===== config.mk =====
export PLATFORM = sky130hd
export DESIGN_NAME = addsub_rr_arbiter
export DESIGN_NICKNAME = d
export VERILOG_FILES = /design/src/rtl/addsub_pkg.sv /design/src/rtl/addsub_core.sv /design/src/rtl/addsub_rr_arbiter.sv
export SDC_FILE = /design/constraint.sdc
export NUM_CORES = 1
export LEC_CHECK = 0
export CAP_MARGIN = 10
export CORE_AREA = 2 2 121 123
export CTS_CLUSTER_DIAMETER = 30
export DETAILED_ROUTE_END_ITERATION = 16
export DIE_AREA = 0 0 123 125
export PLACE_DENSITY_LB_ADDON = 0.05
export SLEW_MARGIN = 0
export SYNTH_ARGS = -nofsm -noshare
export SYNTH_HDL_FRONTEND = slang
export SYNTH_SLANG_ARGS = --single-unit

===== constraint.sdc =====
create_clock -name clk -period 24.7 [get_ports clk]
set_input_delay 2.47 -clock clk [delete_from_list [all_inputs] [get_ports clk]]
set_output_delay 2.47 -clock clk [all_outputs]
set_load 0.05 [all_outputs]

===== src/rtl/addsub_pkg.sv =====
// Shared constants and round-robin helper functions for the add/sub arbiter.
package addsub_pkg;

  localparam int unsigned ADDSUB_W = 32;

  localparam logic OP_ADD = 1'b0;
  localparam logic OP_SUB = 1'b1;

  // Pointer value after a grant: the requester just served drops to lowest priority.
  function automatic int unsigned rr_next(input int unsigned grant, input int unsigned nreq);
    return (grant + 1 >= nreq) ? 0 : grant + 1;
  endfunction

  // Requester examined at search position 'offset' when starting from 'base'.
  function automatic int unsigned rr_index(input int unsigned base, input int unsigned offset,
                                           input int unsigned nreq);
    return (base + offset) % nreq;
  endfunction

endpackage


===== src/rtl/addsub_core.sv =====
// Combinational W-bit ripple-carry adder/subtractor.
//   a, b : operands
//   sub  : OP_SUB computes a + ~b + 1, OP_ADD computes a + b
//   sum  : two's-complement result
//   cout : carry out of the MSB (for subtraction, 1 = no borrow)
//   ovf  : signed overflow
module addsub_core
  import addsub_pkg::*;
#(
  parameter int unsigned W = ADDSUB_W
) (
  input  logic [W-1:0] a,
  input  logic [W-1:0] b,
  input  logic         sub,
  output logic [W-1:0] sum,
  output logic         cout,
  output logic         ovf
);

  logic [W-1:0] w_b_eff;
  logic [W:0]   w_carry;

  assign w_b_eff    = (sub == OP_SUB) ? ~b : b;
  assign w_carry[0] = sub;

  // Bit-level ripple chain.
  for (genvar i = 0; i < W; i++) begin : g_bit
    assign sum[i]       = a[i] ^ w_b_eff[i] ^ w_carry[i];
    assign w_carry[i+1] = (a[i] & w_b_eff[i]) | (w_carry[i] & (a[i] ^ w_b_eff[i]));
  end

  assign cout = w_carry[W];

  // Overflow when operand signs make the result sign impossible.
  assign ovf = (sub == OP_SUB)
             ? ((a[W-1] != b[W-1]) && (sum[W-1] != a[W-1]))
             : ((a[W-1] == b[W-1]) && (sum[W-1] != a[W-1]));

endmodule


===== src/rtl/addsub_rr_arbiter.sv =====
// Round-robin arbiter sharing one add/sub datapath among NREQ requesters.
//   clk, rst_n              : clock, synchronous active-low reset
//   req_valid/req_ready     : per-requester handshake (ready is one-hot or zero)
//   req_a, req_b, req_sub   : flattened operands and op select, requester i at [i*W +: W]
//   res_valid/res_ready     : result handshake
//   res_sum/cout/ovf/id     : registered result, flags and originating requester
module addsub_rr_arbiter
  import addsub_pkg::*;
#(
  parameter int unsigned NREQ = 4,
  parameter int unsigned IDW  = 2,
  parameter int unsigned W    = ADDSUB_W
) (
  input  logic              clk,
  input  logic              rst_n,
  input  logic [NREQ-1:0]   req_valid,
  output logic [NREQ-1:0]   req_ready,
  input  logic [NREQ*W-1:0] req_a,
  input  logic [NREQ*W-1:0] req_b,
  input  logic [NREQ-1:0]   req_sub,
  output logic              res_valid,
  input  logic              res_ready,
  output logic [W-1:0]      res_sum,
  output logic              res_cout,
  output logic              res_ovf,
  output logic [IDW-1:0]    res_id
);

  logic [IDW-1:0] r_ptr;
  logic           r_res_valid;
  logic [W-1:0]   r_res_sum;
  logic           r_res_cout;
  logic           r_res_ovf;
  logic [IDW-1:0] r_res_id;

  logic           w_can_accept;
  logic           w_found;
  logic [IDW-1:0] w_grant;
  logic           w_xfer;
  logic [W-1:0]   w_a;
  logic [W-1:0]   w_b;
  logic           w_sub;
  logic [W-1:0]   w_sum;
  logic           w_cout;
  logic           w_ovf;

  // Reset blocks grants so a pending request is not consumed during reset.
  assign w_can_accept = rst_n && (!r_res_valid || res_ready);

  // Priority search starting at the round-robin pointer.
  always_comb begin
    w_found = 1'b0;
    w_grant = '0;
    for (int unsigned k = 0; k < NREQ; k++) begin
      if (!w_found && req_valid[IDW'(rr_index(32'(r_ptr), k, NREQ))]) begin
        w_found = 1'b1;
        w_grant = IDW'(rr_index(32'(r_ptr), k, NREQ));
      end
    end
  end

  assign w_xfer = w_can_accept && w_found;

  always_comb begin
    req_ready = '0;
    if (w_xfer) req_ready[w_grant] = 1'b1;
  end

  // Operand mux for the granted requester.
  always_comb begin
    w_a   = '0;
    w_b   = '0;
    w_sub = OP_ADD;
    for (int unsigned i = 0; i < NREQ; i++) begin
      if (w_grant == IDW'(i)) begin
        w_a   = req_a[i*W +: W];
        w_b   = req_b[i*W +: W];
        w_sub = req_sub[i];
      end
    end
  end

  addsub_core #(.W(W)) u_core (
    .a    (w_a),
    .b    (w_b),
    .sub  (w_sub),
    .sum  (w_sum),
    .cout (w_cout),
    .ovf  (w_ovf)
  );

  // Output register: load on transfer, otherwise drain on res_ready.
  always_ff @(posedge clk) begin
    if (!rst_n) begin
      r_ptr       <= '0;
      r_res_valid <= 1'b0;
      r_res_sum   <= '0;
      r_res_cout  <= 1'b0;
      r_res_ovf   <= 1'b0;
      r_res_id    <= '0;
    end else if (w_xfer) begin
      r_res_valid <= 1'b1;
      r_res_sum   <= w_sum;
      r_res_cout  <= w_cout;
      r_res_ovf   <= w_ovf;
      r_res_id    <= w_grant;
      r_ptr       <= IDW'(rr_next(32'(w_grant), NREQ));
    end else if (res_ready) begin
      r_res_valid <= 1'b0;
    end
  end

  assign res_valid = r_res_valid;
  assign res_sum   = r_res_sum;
  assign res_cout  = r_res_cout;
  assign res_ovf   = r_res_ovf;
  assign res_id    = r_res_id;

endmodule


**After elaboration in Yosys (flattened, before gate mapping)**

Index checks and enable logic that the tools add are counted.
W data, S select, Z words.

- Muxes and demuxes: 36
- Reductions and logical operators: 15
- Bitwise gates (word level): 161
- Eq/ne operators: 6
- Add/subtract/negate cells: 4
- Magnitude comparators: 7

Operators with widths:

| cell | number |
|---|---|
| $mux W32 | 9 |
| $and A1 B1 Y1 | 64 |
| $xor A1 B1 Y1 | 64 |
| $not A32 Y32 | 1 |
| $or A1 B1 Y1 | 32 |
| $mux W1 | 16 |
| $lt A2 B3 Y1 const B | 5 |
| $mux W2 | 5 |
| $bmux W1 S2 | 4 |
| $logic_and A1 B1 Y1 | 8 |
| $add A2 B2 Y2 const B | 2 |
| $eq A2 B2 Y1 const B | 2 |
| $logic_not A1 Y1 | 4 |
| $mux W4 | 1 |
| $add A2 B1 Y3 const B | 1 |
| $ge A3 B3 Y1 const B | 1 |
| $add A2 B1 Y2 const B | 1 |
| $demux W1 S2 | 1 |
| $eq A2 B1 Y1 const B | 1 |
| $ge A2 B1 Y1 const B | 1 |
| $logic_not A2 Y1 | 1 |
| $ne A1 B1 Y1 | 2 |
| $reduce_bool A2 Y1 | 1 |
| $eq A1 B1 Y1 | 1 |
| $logic_or A1 B1 Y1 | 1 |

- Logic and storage cells: 235
- Output and inout port bits: 41
- Bits of input ports: 267
- Register bits: 39

**Logic depth before layout (Yosys ltp)**

Gate-level depths: netlist (run 1).

- Depth in word-level cells: 86
- Depth in mapped cells: 49
- Mapped depth without buffers: 47

**Modules after synthesis**

A second synthesis (run 1) with hierarchy kept.

- Cells, all modules: 627
- Area total of the unflattened synthesis: 4541.9 um^2

By module, submodules not included:

| module | area an instance (um^2) | times used | cells each | seq. area each (um^2) |
|---|---|---|---|---|
| addsub_rr_arbiter | 3318.2 | 1 | 496 | 780.7 |
| addsub_core | 1223.7 | 1 | 131 | 0.0 |

**Worst setup path before layout (run 1)**

No wires, ideal clock.

- Path type: input to register
- From: input req_valid[2]
- To: register r_res_ovf, in the netlist res_ovf
- Stages on the path: 46
- Required time: 24605 ps
- Library setup time: 95 ps
- Setup slack: 6875 ps
- Buffers on the path: 4
- Arrival: 17730 ps
- Cell sequence: inv_1 o22ai_1 a221oi_1 and2_1 ha_1 buf_2 buf_2 buf_2 buf_1 a21oi_1 fa_1 fa_1 fa_1 fa_1 fa_1 fa_1 fa_1 fa_1 (+10 left out) fa_1 fa_1 fa_1 fa_1 fa_1 fa_1 fa_1 fa_1 fa_1 fa_1 fa_1 fa_1 fa_1 fa_1 inv_1 fa_1 nand4b_1 o311ai_1

- Cells in the longest elaborated chain, start to end: 86
- Elaborated cells on any way between the ends: 173
- Classes of those cells: 6 x eq/ne; 30 x mux; 127 x bitwise; 10 x reduce/logical

RTL lines:

| item | line | RTL |
|---|---|---|
| from (decl) | addsub_rr_arbiter.sv:16 | `input logic [NREQ-1:0] req_valid,` |
| $bmux W1 S2 | addsub_rr_arbiter.sv:55 | `if (!w_found && req_valid[IDW'(rr_index(32'(r_ptr), k, NREQ))]) begin` |
| $mux W1 (not written as such) | addsub_rr_arbiter.sv:55 |  |
| $mux W1 | addsub_rr_arbiter.sv:55 |  |
| $logic_not A1 Y1 | addsub_rr_arbiter.sv:55 |  |
| $logic_and A1 B1 Y1 | addsub_rr_arbiter.sv:55 |  |
| $mux W1 | addsub_rr_arbiter.sv:55 |  |
| $logic_not A1 Y1 | addsub_rr_arbiter.sv:55 |  |
| $logic_and A1 B1 Y1 | addsub_rr_arbiter.sv:55 |  |
| (+4 left out) | -- |  |
| via w_grant[0] | addsub_rr_arbiter.sv:38 | `logic [IDW-1:0] w_grant;` |
| (+67 left out) | -- |  |
| $or A1 B1 Y1 | addsub_core.sv:29 | `assign w_carry[i+1] = (a[i] & w_b_eff[i]) \| (w_carry[i] & (a[i] ^ w_b_eff[i]));` |
| $and A1 B1 Y1 | addsub_core.sv:29 |  |
| $or A1 B1 Y1 | addsub_core.sv:29 |  |
| $xor A1 B1 Y1 (*) | addsub_core.sv:28 | `assign sum[i] = a[i] ^ w_b_eff[i] ^ w_carry[i];` |
| via u_core.sum[31] | addsub_core.sv:15 | `output logic [W-1:0] sum,` |
| $ne A1 B1 Y1 (*) | addsub_core.sv:36, addsub_core.sv:37 |  |
| $logic_and A1 B1 Y1, on equally long branches | addsub_core.sv:37, addsub_core.sv:36 |  |
| $mux W1 (*) | addsub_core.sv:36 | `? ((a[W-1] != b[W-1]) && (sum[W-1] != a[W-1]))` |
| to (signal assigned) | addsub_rr_arbiter.sv:105 | `r_res_ovf <= w_ovf;` |
| to (decl) | addsub_rr_arbiter.sv:33 | `logic r_res_ovf;` |

Mark *: on every way through the listed nets, which the timed path passes. The rest lies on a longest branch. The select of a mux whose other input is x is not followed.
A chain may end at the register's enable or synchronous reset.

**Worst setup path after layout (run 1)**

- From: input req_valid[1]
- To: register r_res_ovf, in the netlist res_ovf

The elaborated chain is that of the path after synthesis.

==> out/metrics.cfg, run 1 <==
[timing]
slew_headroom_pct=27.4
slew_violations=0
fin_ws_ns=4.54
hold_ws_ns=0.453
period_share_pct=81.6
worstMarginPinSlew_ns=1.09
min_period_ns=20.16
clock_skew_ns=0.00475
final_hold_viol_count=0
rsz0062_at_grt=false
fmax_mhz=49.6
setup-tns-final_ns=0
final-setup-viol-count=0

[clock_tree]
holdBufCountCts=0
clock_latency_ns=0.29
clk_pin_slew_ns=0.06
cts_tree=yes
clock_path_buffers=2
cts_buffers=5
cts_setup_buffers=0
h-tree-depth=2
cts-root-buf=clkbuf_16
clock-sinks=39
postCtsResizedCells=0

[placed_design]
dp_slack_ns=4.20
portBuffers=307
hpwl_um=15800
place_congestion=0.857

[global_route]
grt_first_pass_wirelength_um=28700
grt_pass1_vias=5409
grtUsageTotal_pct=24.4
grt_max_degree=87
antenna_found_initial=2
overflow=0

[route]
drc_errors=0
post_drt_via_cell_ratio=5.07
drt_iter0_markers=314
totalWireLength_um=19300
wl_per_cell_um=18.3
vias=5357
firstDrtPassIters=5
ant_nets=0

[logic_synthesis]
synthAdderAreaFrac_pct=15.2
synth-simple-area-share_pct=25.8
synth.area.top_cells=dfxtp_1 18%, fa_1 14%, a21oi_1 13%, a221oi_1 6.0%, nand3b_1 5.8%
ys_seq_area_share_pct=17.7
synth_xor_area_share_pct=6.35
synth_area_um2=4410
syn_area_per_cell_um2=7.24
synth_top_family_by_area=compound AO/OA/AOI/OAI gates
synth_common_cells=115 x a21oi_1, 62 x nand2_1, 46 x nor2_1
yosysWarnings=0
yosysTopAreaCell=dfxtp_1
syn_inst=610
synth_mux_area_share_pct=0
synthArstFlopShare_pct=0
synth.distinct_cells=31
synth.most_common_cell=a21oi_1
syn_nets=912
synth_flop_cell=dfxtp_1
yosys.area.top_type_share_pct=17.7
synth_edf_count=0
synth_compound_area_share_pct=28.6
ys_ff_latch=39

[power]
power_density_nw_per_um2=112
ir_drop_mv=0.0424
p_total_mw=0.865
leakagePower_nw=2.72

[setup_path]
rr_startpoint=r_ptr[0]
path_class=input port to flip-flop
arrival_ns=20.35
reg2reg_depth=45
cpMostUsedCell=fa_1
cp-end-kind=flip-flop
worst-path-max-fanout=67
slowest_delay_ns=0.96
slowest_stage=a211oi_4
cp.required_ns=24.90
worst_setup_path_start_kind=input port
r2r_slack_ns=6.83
reg2reg_to=res_ovf

[finish]
syn_to_final_growth_pct=75.2
fillerInstances=1384
layout-drive-gt1-share_pct=2.30
multiInputGateArea_um2=3400
nets=1172
fin_util_pct=54.4
area.sequential_um2=781

[floorplan]
fp.dieW_um=123
fp.dieH_um=125
dieArea_um2=15400
initial_core_util_pct=31.1
io_pins=308
core_um2=14200
row_count=44

[min_path]
hold_path.class=flip-flop to flip-flop
hold_depth=2
hold_start=res_id[0]
hold_end=res_id[0]

[run]
cap_violations=0

[outcome]
status=completed

[registers in the layout, summed over array words and instances (netlist names)]
| name | count |
|---|---|
| res_id | 2 |
| r_ptr | 2 |
| res_ovf | 1 |
| res_valid | 1 |
| res_sum | 32 |
| res_cout | 1 |
[power breakdown]
part           switching (mW)  internal (mW)  total, mW
Combinational           0.404          0.292      0.695
Sequential             0.0142         0.0876      0.102
Clock                  0.0244         0.0430     0.0674
[how the worst max path moves through the flow]
stage                       from       to  slack, ns  cells after the start
floorplan           req_valid[2]  res_ovf       6.87                     46
global placement    req_valid[1]  res_ovf       4.51                     46
detailed placement  req_valid[1]  res_ovf       4.20                     46
CTS                 req_valid[1]  res_ovf       4.49                     46
global route        req_valid[0]  res_ovf       3.78                     46
finish              req_valid[1]  res_ovf       4.54                     46
[cells by family after synthesis]
logic type	Yosys count
and+or+nand+nor	225
xor gates and xnor gates	32
buffers and inverters	71
adders and majority gates	35
AOI/OAI and AO/OA	208
DFF	39
[layer usage]
metal | up-vias | routed length, µm | share of wire, % | global-route usage [%]
met2 | 197 | 9140 | 47 | 39.6
met4 | 0 | 505 | 2.6 | 8.89
met1 | 2451 | 8300 | 43 | 31.5
met3 | 30 | 1350 | 7.0 | 5.38
met5 | - | 0 | 0 | 0
li1 | 2679 | - | - | -
[cell usage in the layout, fill, tap and decap left out, drive strengths merged]
cell and n:
nor2b 33, a21o 1, xor2 16, clkdlybuf4s50 307
nand4b 1, nor3 28, a21oi 115, nor3b 2
dfxtp 39, o311ai 1, a41oi 1, inv 10
diode 2, a221oi 30, o31ai 1, and3 1
buf 7, ha 4, nand2 62, a22oi 2
a211oi 33, clkbuf 8, nor2 46, o21ai 22
and2 5, fa 31, xnor2 16, nand3b 34
o22ai 2, nand2b 3, nand3 10
[final cells by class]
type | count | share of cell area, %
flip-flops and latches | 39 | 10.1
diodes | 2 | 0.0647
clock buffers | 8 | 2.02
multi-input cells | 500 | 43.9
well taps | 184 | 2.98
repair buffers | 314 | 40.4
inverters | 10 | 0.485
[through the flow]
| stage | cell area, µm² | instances |
|---|---|---|
| after floorplan | 4410 | 610 |
| after global placement | 7570 | 1047 |
| after detailed placement | 7570 | 1047 |
| after CTS | 7730 | 1055 |
| after global routing | 7730 | 1057 |
| final | 7730 | 1057 |
[worst max-delay path: cells and delay by family]
kind                     cells  cell delay, ns
AO/OA/AOI/OAI                6            1.86
adder cells (fa/ha/maj)     32           14.00
buffers and inverters        5            1.35
AND/OR/NAND/NOR              3            0.63
No activity file was read; power rests on OpenSTA's default activity.
==> run 2, diff against run 1 <==
- clock period: 24.7 -> 20.4 ns (I/O delays scaled with it)
==> out/metrics.cfg, run 2 (synthesized netlist as in run 1, its figures left out) <==
[outcome]
status=completed

[min_path]
hold_depth=2
hold_path.class=flip-flop to flip-flop

[placed_design]
hpwl_um=16100
portBuffers=307
place_congestion=0.875

[global_route]
overflow=0
grt_max_degree=76
grtUsageTotal_pct=24.8
antenna_found_initial=1
grt_first_pass_wirelength_um=29200
grt_pass1_vias=5532

[timing]
slew_violations=0
worstMarginPinSlew_ns=0.936
min_period_ns=18.89
period_share_pct=92.6
setup-tns-final_ns=0
final_hold_viol_count=0
rsz0062_at_grt=false
slew_headroom_pct=37.5
fmax_mhz=52.9
final-setup-viol-count=0
clock_skew_ns=0.00665

[setup_path]
cp-end-kind=flip-flop
cp.required_ns=20.59
slowest_stage=ha_4
path_class=input port to flip-flop
worst-path-max-fanout=72
cp_num_cells=49
critical-path-top-delay-family=adder cells
cp.buffers_inverters=6
worst_setup_path_start_kind=input port
cpMostUsedCell=fa_1
reg2reg_depth=48
slowest_delay_ns=0.62
arrival_ns=19.08

[clock_tree]
h-tree-depth=2
clock_latency_ns=0.28
postCtsResizedCells=0
cts_buffers=5
holdBufCountCts=0
clk_pin_slew_ns=0.06
cts_setup_buffers=0
clock_path_buffers=2
clock-sinks=39
cts-root-buf=clkbuf_16
cts_tree=yes

[finish]
syn_to_final_growth_pct=75.7
largest_reg_flops=32
layout-drive-gt1-share_pct=2.52
fin_util_pct=54.6
final_cell_mix=307 x clkdlybuf4s50_1, 115 x a21oi_1, 62 x nand2_1, 46 x nor2_1, 39 x dfxtp_1
layout_commonest_cell=clkdlybuf4s50_1
nets=1173

[floorplan]
io_pins=308
initial_core_util_pct=31.1
dieArea_um2=15400
fp.dieH_um=125
row_count=44
fp.dieW_um=123
core_um2=14200

[route]
ant_nets=0
vias=5417
post_drt_via_cell_ratio=5.12
drc_errors=0
totalWireLength_um=19600
wl_per_cell_um=18.5
drt_iter0_markers=239
firstDrtPassIters=5

[power]
p_total_mw=1.07
leakagePower_nw=2.73
power_density_nw_per_um2=138
ir_drop_mv=0.0516

[run]
cap_violations=0

## run 2: cell types whose count changed in the layout (fill, tap and decap cells not counted), sizes merged
cell    change
clkbuf      -2
buf         +1
bufinv      +1
clkinv      +1
diode       -1
## run 2: area by class of cell
| cell class | count | area, µm² |
|---|---|---|
| diodes | 1 | 2.50 |
| clock buffers | 6 | 139 |
| clock inverters | 2 | 35.0 |
| fillers | 1392 | 6450 |
| inverters | 10 | 37.5 |
| multi-input cells | 500 | 3400 |
| flip-flops and latches | 39 | 781 |
| well taps | 184 | 230 |
| repair buffers | 315 | 3130 |
## run 2: through the flow
stage | instances | hold WS [ns] | setup WS, ns | cell area (µm²)
final | 1057 | 0.459 | 1.51 | 7760
after global routing | 1057 | 0.473 | 0.760 | 7760
after CTS | 1056 | 0.462 | 1.50 | 7750
after detailed placement | 1048 | 0.452 | 1.24 | 7580
after global placement | 1048 | 0.448 | 1.60 | 7580
after floorplan | 610 | 0.472 | 3.00 | 4410
## run 2: path summary, 6_finish.rpt
path | start | to | slack (ns)
setup / recovery | req_valid[1] | res_ovf | 1.51
hold / removal | res_id[0] | res_id[0] | 0.46
setup reg to reg | r_ptr[0] | res_ovf | 3.38
hold reg to reg | res_id[0] | res_id[0] | 0.46
## run 2: worst register-to-register path, delay by kind of cell (launching register included)
family	cells	cell delay, ns
flip-flops	1	0.35
AO/OA/AOI/OAI	7	0.74
buffers and inverters	5	0.96
AND/OR/NAND/NOR	4	0.76
adder cells (fa/ha/maj)	32	14.11
## run 2: routing by layer
metal / vias to the layer above / share of wire [%] / track usage, %
met3: 33 / 6.9 / 4.43
li1: 2682 / - / -
met5: - / 0 / 0
met4: 0 / 3.5 / 9.56
met2: 221 / 47 / 41.0
met1: 2481 / 43 / 32.0
## run 2: where the power goes
group | total, mW | internal (mW) | leakage [nW] | switching, mW
Clock | 0.0902 | 0.0607 | 0.0869 | 0.0295
Combinational | 0.858 | 0.360 | 2.32 | 0.498
Sequential | 0.123 | 0.106 | 0.324 | 0.0172
Total | 1.07 | 0.527 | 2.73 | 0.544
